## config.mk

```make
export PLATFORM = sky130hd
export DESIGN_NAME = uart_receiver_flat
export DESIGN_NICKNAME = d
export VERILOG_FILES = /design/src/rtl/uart_pkg.sv /design/src/rtl/uart_receiver_if.sv /design/src/rtl/uart_rx_sync.sv /design/src/rtl/uart_receiver.sv /design/src/flat_wrapper.sv
export SDC_FILE = /design/constraint.sdc
export NUM_CORES = 1
export LEC_CHECK = 0
export CAP_MARGIN = 20
export CELL_PAD_IN_SITES_DETAIL_PLACEMENT = 1
export CELL_PAD_IN_SITES_GLOBAL_PLACEMENT = 2
export CORE_MARGIN = 5
export CORE_UTILIZATION = 35
export DETAILED_ROUTE_END_ITERATION = 8
export PLACE_DENSITY_LB_ADDON = 0.12
export SLEW_MARGIN = 40
export SYNTH_ARGS = -nofsm -noshare
export SYNTH_HDL_FRONTEND = slang
export SYNTH_SLANG_ARGS = --single-unit
```

## constraint.sdc

```tcl
create_clock -name clk_50mhz -period 2 [get_ports clk_50mhz]
set_clock_uncertainty 0.05 [all_clocks]
set_input_delay 0.4 -clock clk_50mhz [delete_from_list [all_inputs] [get_ports clk_50mhz]]
set_output_delay 0.4 -clock clk_50mhz [all_outputs]
set_load 0.05 [all_outputs]
```

## src/rtl/uart_pkg.sv

```systemverilog
// Shared UART definitions: receiver state encoding and default oversample
// ratio, common to the RX and TX stages.
package uart_pkg;

  localparam int OVERSAMPLE_DEF = 16;

  typedef enum logic [1:0] {
    IDLE  = 2'b00,
    START = 2'b01,
    DATA  = 2'b10,
    STOP  = 2'b11
  } rx_state_e;

endpackage

```

## src/rtl/uart_receiver_if.sv

```systemverilog
// Line side and host side signals of the UART receiver.
// The slave modport is the receiver; master is its environment.
interface uart_receiver_if #(
  parameter int DATA_BITS = 8
);

  logic                 rx;
  logic                 clken;
  logic                 ready_clr;
  logic [DATA_BITS-1:0] data;
  logic                 ready;
  logic                 frame_err;
  logic                 overrun;
  logic                 rx_busy;

  modport master (
    output rx, clken, ready_clr,
    input  data, ready, frame_err,
    input  overrun, rx_busy
  );

  modport slave (
    input  rx, clken, ready_clr,
    output data, ready, frame_err,
    output overrun, rx_busy
  );

endinterface

```

## src/rtl/uart_rx_sync.sv

```systemverilog
// Metastability synchronizer for the asynchronous rx line.
// Flops reset to 1 so the line reads idle out of reset.
module uart_rx_sync #(
  parameter int SYNC_STAGES = 2
) (
  input  logic clk_50mhz,
  input  logic rst,
  input  logic d,
  output logic q
);

  logic [SYNC_STAGES-1:0] r_ff;

  always_ff @(posedge clk_50mhz or posedge rst) begin
    if (rst) begin
      r_ff <= '1;
    end else begin
      r_ff <= {r_ff[SYNC_STAGES-2:0], d};
    end
  end

  assign q = r_ff[SYNC_STAGES-1];

endmodule

```

## src/rtl/uart_receiver.sv

```systemverilog
// 8N1 UART receiver driven by a 16x-baud sample strobe.
// Reports ready, frame error and overrun to the byte consumer.
module uart_receiver
  import uart_pkg::*;
#(
  parameter int OVERSAMPLE  = OVERSAMPLE_DEF,
  parameter int DATA_BITS   = 8,
  parameter int SYNC_STAGES = 2
) (
  input  logic            clk_50mhz,
  input  logic            rst,
  uart_receiver_if.slave  bus
);

  localparam int CNT_W = $clog2(OVERSAMPLE);
  localparam int IDX_W = $clog2(DATA_BITS);

  localparam logic [CNT_W-1:0] HALF_M1 = CNT_W'(OVERSAMPLE/2 - 1);
  localparam logic [CNT_W-1:0] FULL_M1 = CNT_W'(OVERSAMPLE - 1);
  localparam logic [IDX_W-1:0] LAST_IX = IDX_W'(DATA_BITS - 1);

  rx_state_e            r_state;
  rx_state_e            w_state_nxt;
  logic [CNT_W-1:0]     r_cnt;
  logic [CNT_W-1:0]     w_cnt_nxt;
  logic [IDX_W-1:0]     r_idx;
  logic [IDX_W-1:0]     w_idx_nxt;
  logic [DATA_BITS-1:0] r_shreg;
  logic [DATA_BITS-1:0] w_shreg_nxt;
  logic [DATA_BITS-1:0] r_data;
  logic [DATA_BITS-1:0] w_data_nxt;
  logic                 r_ready;
  logic                 w_ready_nxt;
  logic                 r_ferr;
  logic                 w_ferr_nxt;
  logic                 r_ovr;
  logic                 w_ovr_nxt;
  logic                 r_rx_prev;
  logic                 w_rx_s;
  logic                 w_start;

  uart_rx_sync #(
    .SYNC_STAGES(SYNC_STAGES)
  ) u_sync (
    .clk_50mhz(clk_50mhz),
    .rst      (rst),
    .d        (bus.rx),
    .q        (w_rx_s)
  );

  // Only a true falling edge starts a frame; a stuck-low line never does.
  assign w_start = r_rx_prev & ~w_rx_s;

  always_ff @(posedge clk_50mhz or posedge rst) begin
    if (rst) begin
      r_state   <= IDLE;
      r_cnt     <= '0;
      r_idx     <= '0;
      r_shreg   <= '0;
      r_data    <= '0;
      r_ready   <= 1'b0;
      r_ferr    <= 1'b0;
      r_ovr     <= 1'b0;
      r_rx_prev <= 1'b0;
    end else begin
      r_state   <= w_state_nxt;
      r_cnt     <= w_cnt_nxt;
      r_idx     <= w_idx_nxt;
      r_shreg   <= w_shreg_nxt;
      r_data    <= w_data_nxt;
      r_ready   <= w_ready_nxt;
      r_ferr    <= w_ferr_nxt;
      r_ovr     <= w_ovr_nxt;
      if (bus.clken) begin
        r_rx_prev <= w_rx_s;
      end
    end
  end

  always_comb begin
    w_state_nxt = r_state;
    w_cnt_nxt   = r_cnt;
    w_idx_nxt   = r_idx;
    w_shreg_nxt = r_shreg;
    w_data_nxt  = r_data;
    w_ready_nxt = r_ready;
    w_ferr_nxt  = r_ferr;
    w_ovr_nxt   = r_ovr;
    if (bus.ready_clr) begin
      w_ready_nxt = 1'b0;
      w_ovr_nxt   = 1'b0;
    end
    if (bus.clken) begin
      case (r_state)
        IDLE: begin
          if (w_start) begin
            w_state_nxt = START;
            w_cnt_nxt   = '0;
          end
        end
        START: begin
          if (r_cnt == HALF_M1) begin
            w_cnt_nxt = '0;
            w_idx_nxt = '0;
            w_state_nxt = w_rx_s ? IDLE : DATA;
          end else begin
            w_cnt_nxt = r_cnt + 1'b1;
          end
        end
        DATA: begin
          if (r_cnt == FULL_M1) begin
            w_shreg_nxt = {w_rx_s, r_shreg[DATA_BITS-1:1]};
            w_cnt_nxt   = '0;
            if (r_idx == LAST_IX) begin
              w_state_nxt = STOP;
            end else begin
              w_idx_nxt = r_idx + 1'b1;
            end
          end else begin
            w_cnt_nxt = r_cnt + 1'b1;
          end
        end
        STOP: begin
          if (r_cnt == FULL_M1) begin
            w_state_nxt = IDLE;
            w_cnt_nxt   = '0;
            // A commit beats a same-cycle ack; the ack consumed the old byte.
            if (w_rx_s) begin
              w_data_nxt  = r_shreg;
              w_ready_nxt = 1'b1;
              w_ferr_nxt  = 1'b0;
              w_ovr_nxt   = (r_ready | r_ovr) & ~bus.ready_clr;
            end else begin
              w_ferr_nxt  = 1'b1;
            end
          end else begin
            w_cnt_nxt = r_cnt + 1'b1;
          end
        end
        default: begin
          w_state_nxt = IDLE;
        end
      endcase
    end
  end

  assign bus.data      = r_data;
  assign bus.ready     = r_ready;
  assign bus.frame_err = r_ferr;
  assign bus.overrun   = r_ovr;
  assign bus.rx_busy   = (r_state != IDLE);

endmodule

```

## src/flat_wrapper.sv

```systemverilog
// flat-port wrapper written by rule: the top's interface ports become plain ports
module uart_receiver_flat import uart_pkg::*;
#(
  parameter int OVERSAMPLE  = OVERSAMPLE_DEF,
  parameter int DATA_BITS   = 8,
  parameter int SYNC_STAGES = 2
)
  (clk_50mhz, rst, bus_rx, bus_clken, bus_ready_clr, bus_data, bus_ready, bus_frame_err, bus_overrun, bus_rx_busy);
  uart_receiver_if #(.DATA_BITS(DATA_BITS)) bus_i ();
  input  logic clk_50mhz;
  input  logic rst;
  input wire logic [$bits(bus_i.rx)-1:0] bus_rx;
  input wire logic [$bits(bus_i.clken)-1:0] bus_clken;
  input wire logic [$bits(bus_i.ready_clr)-1:0] bus_ready_clr;
  output wire logic [$bits(bus_i.data)-1:0] bus_data;
  output wire logic [$bits(bus_i.ready)-1:0] bus_ready;
  output wire logic [$bits(bus_i.frame_err)-1:0] bus_frame_err;
  output wire logic [$bits(bus_i.overrun)-1:0] bus_overrun;
  output wire logic [$bits(bus_i.rx_busy)-1:0] bus_rx_busy;
  assign bus_i.rx = bus_rx;
  assign bus_i.clken = bus_clken;
  assign bus_i.ready_clr = bus_ready_clr;
  assign bus_data = bus_i.data;
  assign bus_ready = bus_i.ready;
  assign bus_frame_err = bus_i.frame_err;
  assign bus_overrun = bus_i.overrun;
  assign bus_rx_busy = bus_i.rx_busy;
  uart_receiver #(.OVERSAMPLE(OVERSAMPLE), .DATA_BITS(DATA_BITS), .SYNC_STAGES(SYNC_STAGES)) u_core (.clk_50mhz(clk_50mhz), .rst(rst), .bus(bus_i));
endmodule
```

==> results of run 1 <==
cell families after synthesis:
group                    share of synthesized area, %
AO/OA/AOI/OAI                                    9.80
adder cells (fa/ha/maj)                          2.67
flip-flops                                       55.4
AND/OR/NAND/NOR                                  7.21
buffers and inverters                            4.90
XOR/XNOR                                         1.25
multiplexers                                     18.8
worst paths after layout:
check,end,slack (ns),depth (start not counted)
worst max-delay path,bus_data[7],0.11,1
worst min-delay path,u_core.u_sync.r_ff[1],0.31,0
worst max register to register,u_core.r_idx[2],0.18,4
worst min register to register,u_core.u_sync.r_ff[1],0.31,0
max in group asynchronous,u_core.u_sync.r_ff[1],1.12,3
min in group asynchronous,u_core.r_cnt[0],0.46,3
metrics by stage:
| step | setup WS, ns | instance area [um2] | cells |
|---|---|---|---|
| 2_1_floorplan | 0.237 | 1410 | 103 |
| 3_3_place_gp | 0.0135 | 1660 | 173 |
| 3_5_place_dp | -0.0162 | 1660 | 173 |
| 4_1_cts | 0.0815 | 1750 | 180 |
| 5_1_grt | 0.0300 | 1750 | 180 |
| 6_report | 0.107 | 1750 | 180 |
cell usage after synthesis:
cell type	instances
dfrtp_1	29
mux2_2	11
mux2_4	8
inv_1	5
buf_4	4
ha_1	3
nand2_1	3
o21ai_0	3
a31o_2	2
dfstp_2	2
mux2i_1	2
nand3_1	2
nand4_1	2
o31a_1	2
o31ai_1	2
a21o_1	1
a2bb2oi_1	1
a32o_1	1
a41oi_1	1
buf_2	1
buf_6	1
clkbuf_1	1
nand2b_1	1
nand3_2	1
nor2_1	1
nor2b_1	1
nor3_2	1
nor3b_1	1
o211ai_1	1
o21a_1	1
o21bai_1	1
o22ai_1	1
o2bb2ai_1	1
or2_2	1
or3_1	1
or4_4	1
xnor2_1	1
xor2_1	1
flip-flops by register name (all words and copies together) (netlist names), named ones only:
register and count:
u_core.r_cnt 4, u_core.r_rx_prev 1, u_core.r_idx 3, u_core.bus.data 8, u_core.r_state 1, u_core.bus.ready 1, u_core.bus.frame_err 1, u_core.r_shreg 8
u_core.bus.overrun 1, u_core.u_sync.r_ff 2
power groups by stage:
stage | Clock [mW] | Combinational, mW | Sequential [mW]
finish | 0.477 | 0.409 | 0.752
global route | 0.535 | 0.458 | 0.761
detailed placement | 0 | 0.413 | 0.761
floorplan | 0 | 0.320 | 0.739
CTS | 0.509 | 0.413 | 0.753
global placement | 0 | 0.401 | 0.762
metal layers:
| layer | vias to the layer above | part of all wire, % | global-route usage (%) |
|---|---|---|---|
| li1 | 422 | - | - |
| met1 | 449 | 49 | 16.2 |
| met2 | 13 | 47 | 16.3 |
| met3 | 2 | 3.7 | 4.51 |
| met4 | 0 | 0.50 | 3.02 |
| met5 | - | 0 | 0 |
cell type report:
type / instances / area (um2)
Clock buffer: 6 / 82.6
Clock inverter: 1 / 5.00
Fill cell: 413 / 2200
Inverter: 5 / 18.8
Multi-Input combinational cell: 60 / 558
Sequential cell: 31 / 778
Tap cell: 50 / 62.6
Timing Repair Buffer: 27 / 240
==> summary.txt, run 1 <==
Power and ir drop
  • Cell Pwr Density: 938 nW/um2
  • Clock share of power: 29.1%
  • Leakage: 0.848 nW
  • Cell Int Power: 1.15 mW
  • Logic pwr share: 24.9%
  • Maximum vdd drop: 0.000423 V
  • Net Sw Power: 0.490 mW
  • Final Total Pwr: 1.64 mW
  • Sw frac: 29.9%
  • Reg power frac: 45.9%

Synth
  • Yosys reg bits: 31
  • Cell Area, Synth: 1410 um2
  • Syn_area_per_cell: 13.6 um2
  • Distinct cell type count after synthesis: 38
  • Share of Yosys cell area claimed by the top area cell type: 51.6%
  • Post-Syn Instances: 103
  • Synth warnings: 0
  • Area contributors post-synth: dfrtp_1 (52%), mux2_2 (8.8%), mux2_4 (8.5%), dfstp_2 (3.7%), ha_1 (2.7%)
  • Syn nets: 111
  • Leading area contributor after synthesis: dfrtp_1
  • Register area share after synthesis: 55.4%

Layout
  • Most frequent cells in the layout: dfrtp_1 (29), clkdlybuf4s50_1 (15), buf_4 (12), mux2_2 (11), mux2_4 (8)
  • Antenna diode count: 0
  • Layout cells sized above 1: 35.4%
  • Final Core Density: 44.3%
  • Commonest non-fill, non-tap cell in the layout: dfrtp_1
  • Area Overhead vs Synth: 24.2%
  • Net count, final: 138

GRT
  • Initial antenna violation count: 0
  • Total gr overflow: 0
  • First-pass GRT wire length: 4690 um
  • Number of global-route vias before repair: 945
  • Largest net degree at the start of global routing: 32
  • Total track usage: 11.4%

Hold path
  • Hold Path Class: flop to flop
  • Hold Crit Start: u_core.u_sync.r_ff[0]

Worst setup path
  • Critical Path Slowest Stage Cell: clkdlybuf4s50_1
  • Crit path buf inv count: 1
  • Top delay family on crit path: buffers and inverters
  • Critical path class: flop to primary output
  • Critical Path Sink Type: primary output
  • Crit. Startpoint: u_core.bus.data[7]
  • Required time of the worst setup path: 1.55 ns
  • Slowest cell delay on critical path: 0.81 ns
  • Worst reg2reg path startpoint: u_core.r_idx[0]
  • CP startpoint kind: flop
  • Crit Path Max Fanout: 2
  • Crit-path cells: clkdlybuf4s50_1
  • Crit path DAT: 1.44 ns

STA
  • Hold WS: 0.305 ns
  • RSZ-0062 raised after global routing: false
  • Total Neg Setup Slack: 0 ns
  • # setup viols final: 0
  • Fmax: 0.528 GHz
  • Fin. Hold Viols: 0
  • Final slew viol count: 0
  • Tmin final: 1.89 ns
  • Tcrit/Tclk final: 94.7%
  • Actual slew at the worst max-slew pin: 0.512 ns
  • Slew headroom: 65.8%

Clock network
  • Root buf cell: clkbuf_8
  • Post_cts resized: 0
  • Setup Buffers After CTS: 0
  • CTS tree: done
  • Clk_lat worst skew: 0.27 ns
  • CTS Buf Count: 5
  • Clock transition at the registers of the reported paths: 0.06 ns
  • Htree depth: 2
  • Post-CTS Hold Fix Bufs: 0
  • Clock tree buffer depth: 2
  • CTS Sinks: 31

Floorplan
  • Core Region: 3940 um2
  • Die area: 5380 um2
  • IO Count: 17
  • Initial Utilization: 35.6%
  • Die Y: 73.4 um
  • Die X: 73.4 um
  • Row cnt: 23

Placed design
  • Gpl congestion: 0.724
  • Port Buffers: 16
  • DP HPWL: 1880 um

Run status
  • Status: finished clean

Route
  • DR WL/cell: 14.5 um
  • Routed WL: 2610 um
  • Antenna-violating nets left: 0
  • Via count: 886
  • DRC viols: 0
  • Initial drt markers: 35
  • Drt pass-1 iters: 3
  • Drt via density: 4.92

Run
  • Maxcap violations: 0
No activity file was read; power rests on OpenSTA's default activity.
==> inputs of run 2 (changes only) <==
Settings changed: RECOVER_POWER set to 50, SKIP_LAST_GASP set to 1.
==> summary.txt, run 2 (synthesized netlist as in run 1, its figures left out) <==
Power and ir drop
  • Logic pwr share: 24.8% (about the same)
  • Reg power frac: 46.0% (about the same)
  • Leakage: 0.844 nW (-0.44%)
  • Final Total Pwr: 1.63 mW (-0.16%)
  • Net Sw Power: 0.490 mW (about the same)
  • Sw frac: 30.0% (+0.033 points)
  • Cell Int Power: 1.14 mW (-0.21%)
  • Cell Pwr Density: 940 nW/um2 (+0.20%)
  • Maximum vdd drop: 0.000423 V (about the same)
  • Clock share of power: 29.2% (about the same)

Route
  • Initial drt markers: 35 (unchanged)
  • Drt pass-1 iters: 4 (+1)
  • Drt via density: 4.93 (+0.11%)
  • DR WL/cell: 14.5 um (about the same)
  • DRC viols: 0 (unchanged)
  • Routed WL: 2610 um (about the same)
  • Antenna-violating nets left: 0 (unchanged)
  • Via count: 887 (+0.11%)

Layout
  • Antenna diode count: 0 (unchanged)
  • Multi-input gate area: 558 um2 (unchanged)
  • Layout cells sized above 1: 34.6% (-0.77 points)
  • Fillers: 413 (unchanged)
  • Commonest non-fill, non-tap cell in the layout: dfrtp_1
  • Reg area: 778 um2 (unchanged)
  • Layout Cells excl Fill: 180 (unchanged)
  • Area Overhead vs Synth: 23.8%
  • Net count, final: 138 (unchanged)
  • Most frequent cells in the layout: dfrtp_1 (29), clkdlybuf4s50_1 (13), mux2_2 (11), buf_4 (10), mux2_4 (8)
  • Final non-filler cell area: 1740 um2 (-0.36%)

STA
  • # setup viols final: 0 (unchanged)
  • Fin. Hold Viols: 0 (unchanged)
  • Actual slew at the worst max-slew pin: 0.762 ns (+0.250 ns)
  • Tmin final: 1.89 ns (-0.0000530 ns)
  • Tcrit/Tclk final: 94.7% (about the same)
  • RSZ-0062 raised after global routing: false
  • Final slew viol count: 0 (unchanged)
  • Slew headroom: 49.2% (-17 points)
  • Fmax: 0.528 GHz (about the same)
  • Total Neg Setup Slack: 0 ns (unchanged)

Clock network
  • Htree depth: 2 (unchanged)
  • Clock tree buffer depth: 2 (unchanged)
  • Setup Buffers After CTS: 0 (unchanged)
  • Post_cts resized: 0 (unchanged)
  • Root buf cell: clkbuf_8
  • Clk_lat worst skew: 0.27 ns (about the same)
  • CTS Sinks: 31 (unchanged)
  • CTS Buf Count: 5 (unchanged)
  • CTS tree: done
  • Clock transition at the registers of the reported paths: 0.06 ns (about the same)
  • Post-CTS Hold Fix Bufs: 0 (unchanged)

Worst setup path
  • Crit-path cells: clkdlybuf4s50_1
  • CP startpoint kind: flop
  • Top delay family on crit path: buffers and inverters
  • Crit path DAT: 1.44 ns (about the same)
  • Slowest cell delay on critical path: 0.81 ns (about the same)
  • Critical path class: flop to primary output
  • Crit path buf inv count: 1 (unchanged)
  • Critical Path Slowest Stage Cell: clkdlybuf4s50_1
  • Crit Path Max Fanout: 2 (unchanged)
  • Critical Path Sink Type: primary output
  • Required time of the worst setup path: 1.55 ns (about the same)

Floorplan
  • Die X: 73.4 um (unchanged)
  • Die area: 5380 um2 (unchanged)
  • Initial Utilization: 35.6% (unchanged)
  • IO Count: 17 (unchanged)
  • Die Y: 73.4 um (unchanged)
  • Core Region: 3940 um2 (unchanged)
  • Row cnt: 23 (unchanged)

GRT
  • Total track usage: 11.4% (unchanged)
  • Largest net degree at the start of global routing: 32 (unchanged)
  • Number of global-route vias before repair: 945 (unchanged)
  • First-pass GRT wire length: 4690 um (unchanged)
  • Total gr overflow: 0 (unchanged)
  • Initial antenna violation count: 0 (unchanged)

Run
  • Maxcap violations: 0 (unchanged)

Run status
  • Status: finished clean

Placed design
  • Post-placement cell area: 1660 um2 (unchanged)
  • Cells after DPL: 173 (unchanged)
  • DP HPWL: 1880 um (unchanged)
  • Gpl congestion: 0.724 (unchanged)
  • Port Buffers: 16 (unchanged)

Hold path
  • Hold Path Class: flop to flop
run 2: cell types whose count changed in the layout (fill, tap and decap cells not counted), sizes merged:
cell / change
clkdlybuf4s50: -2
buf: -2
clkbuf: +2
dlygate4sd3: +2
run 2: power by group through the flow:
stage	clock network (mW)	logic, mW	registers (mW)
finish	0.477	0.406	0.752
global route	0.535	0.455	0.761
CTS	0.509	0.413	0.753
detailed placement	0	0.413	0.761
global placement	0	0.401	0.762
floorplan	0	0.320	0.739
run 2: layer usage:
| metal | vias up | global-route usage (%) | wire length (um) |
|---|---|---|---|
| met5 | - | 0 | 0 |
| met4 | 0 | 3.02 | 13 |
| met3 | 2 | 4.51 | 97 |
| met1 | 450 | 16.2 | 1280 |
| li1 | 422 | - | - |
| met2 | 13 | 16.3 | 1220 |
run 2: layout make-up:
class	instances	area share, %
clock buffer	6	4.75
clock inverter	1	0.288
inverter	5	1.08
multi-input combinational	60	32.1
sequential	31	44.7
tap	50	3.60
timing repair buffer	27	13.5
run 2: metrics by stage:
| step | worst slack (ns) | util, % | hold slack (ns) |
|---|---|---|---|
| 2_1_floorplan | 0.237 | - | 0.295 |
| 4_1_cts | 0.0815 | 44.3 | 0.307 |
| 5_1_grt | 0.0239 | 44.1 | 0.311 |
| 6_report | 0.107 | 44.1 | 0.305 |
| 3_3_place_gp | 0.0135 | 42.1 | 0.298 |
| 3_5_place_dp | -0.0162 | 42.1 | 0.298 |
run 2: worst paths after layout:
check,to,slack (ns),depth (start not counted),start
worst max-delay path,bus_data[7],0.11,1,u_core.bus.data[7]
worst min-delay path,u_core.u_sync.r_ff[1],0.31,0,u_core.u_sync.r_ff[0]
worst max register to register,u_core.r_idx[2],0.18,4,u_core.r_idx[0]
worst min register to register,u_core.u_sync.r_ff[1],0.31,0,u_core.u_sync.r_ff[0]
max in group asynchronous,u_core.bus.overrun,0.68,3,rst
min in group asynchronous,u_core.r_cnt[3],0.74,3,rst
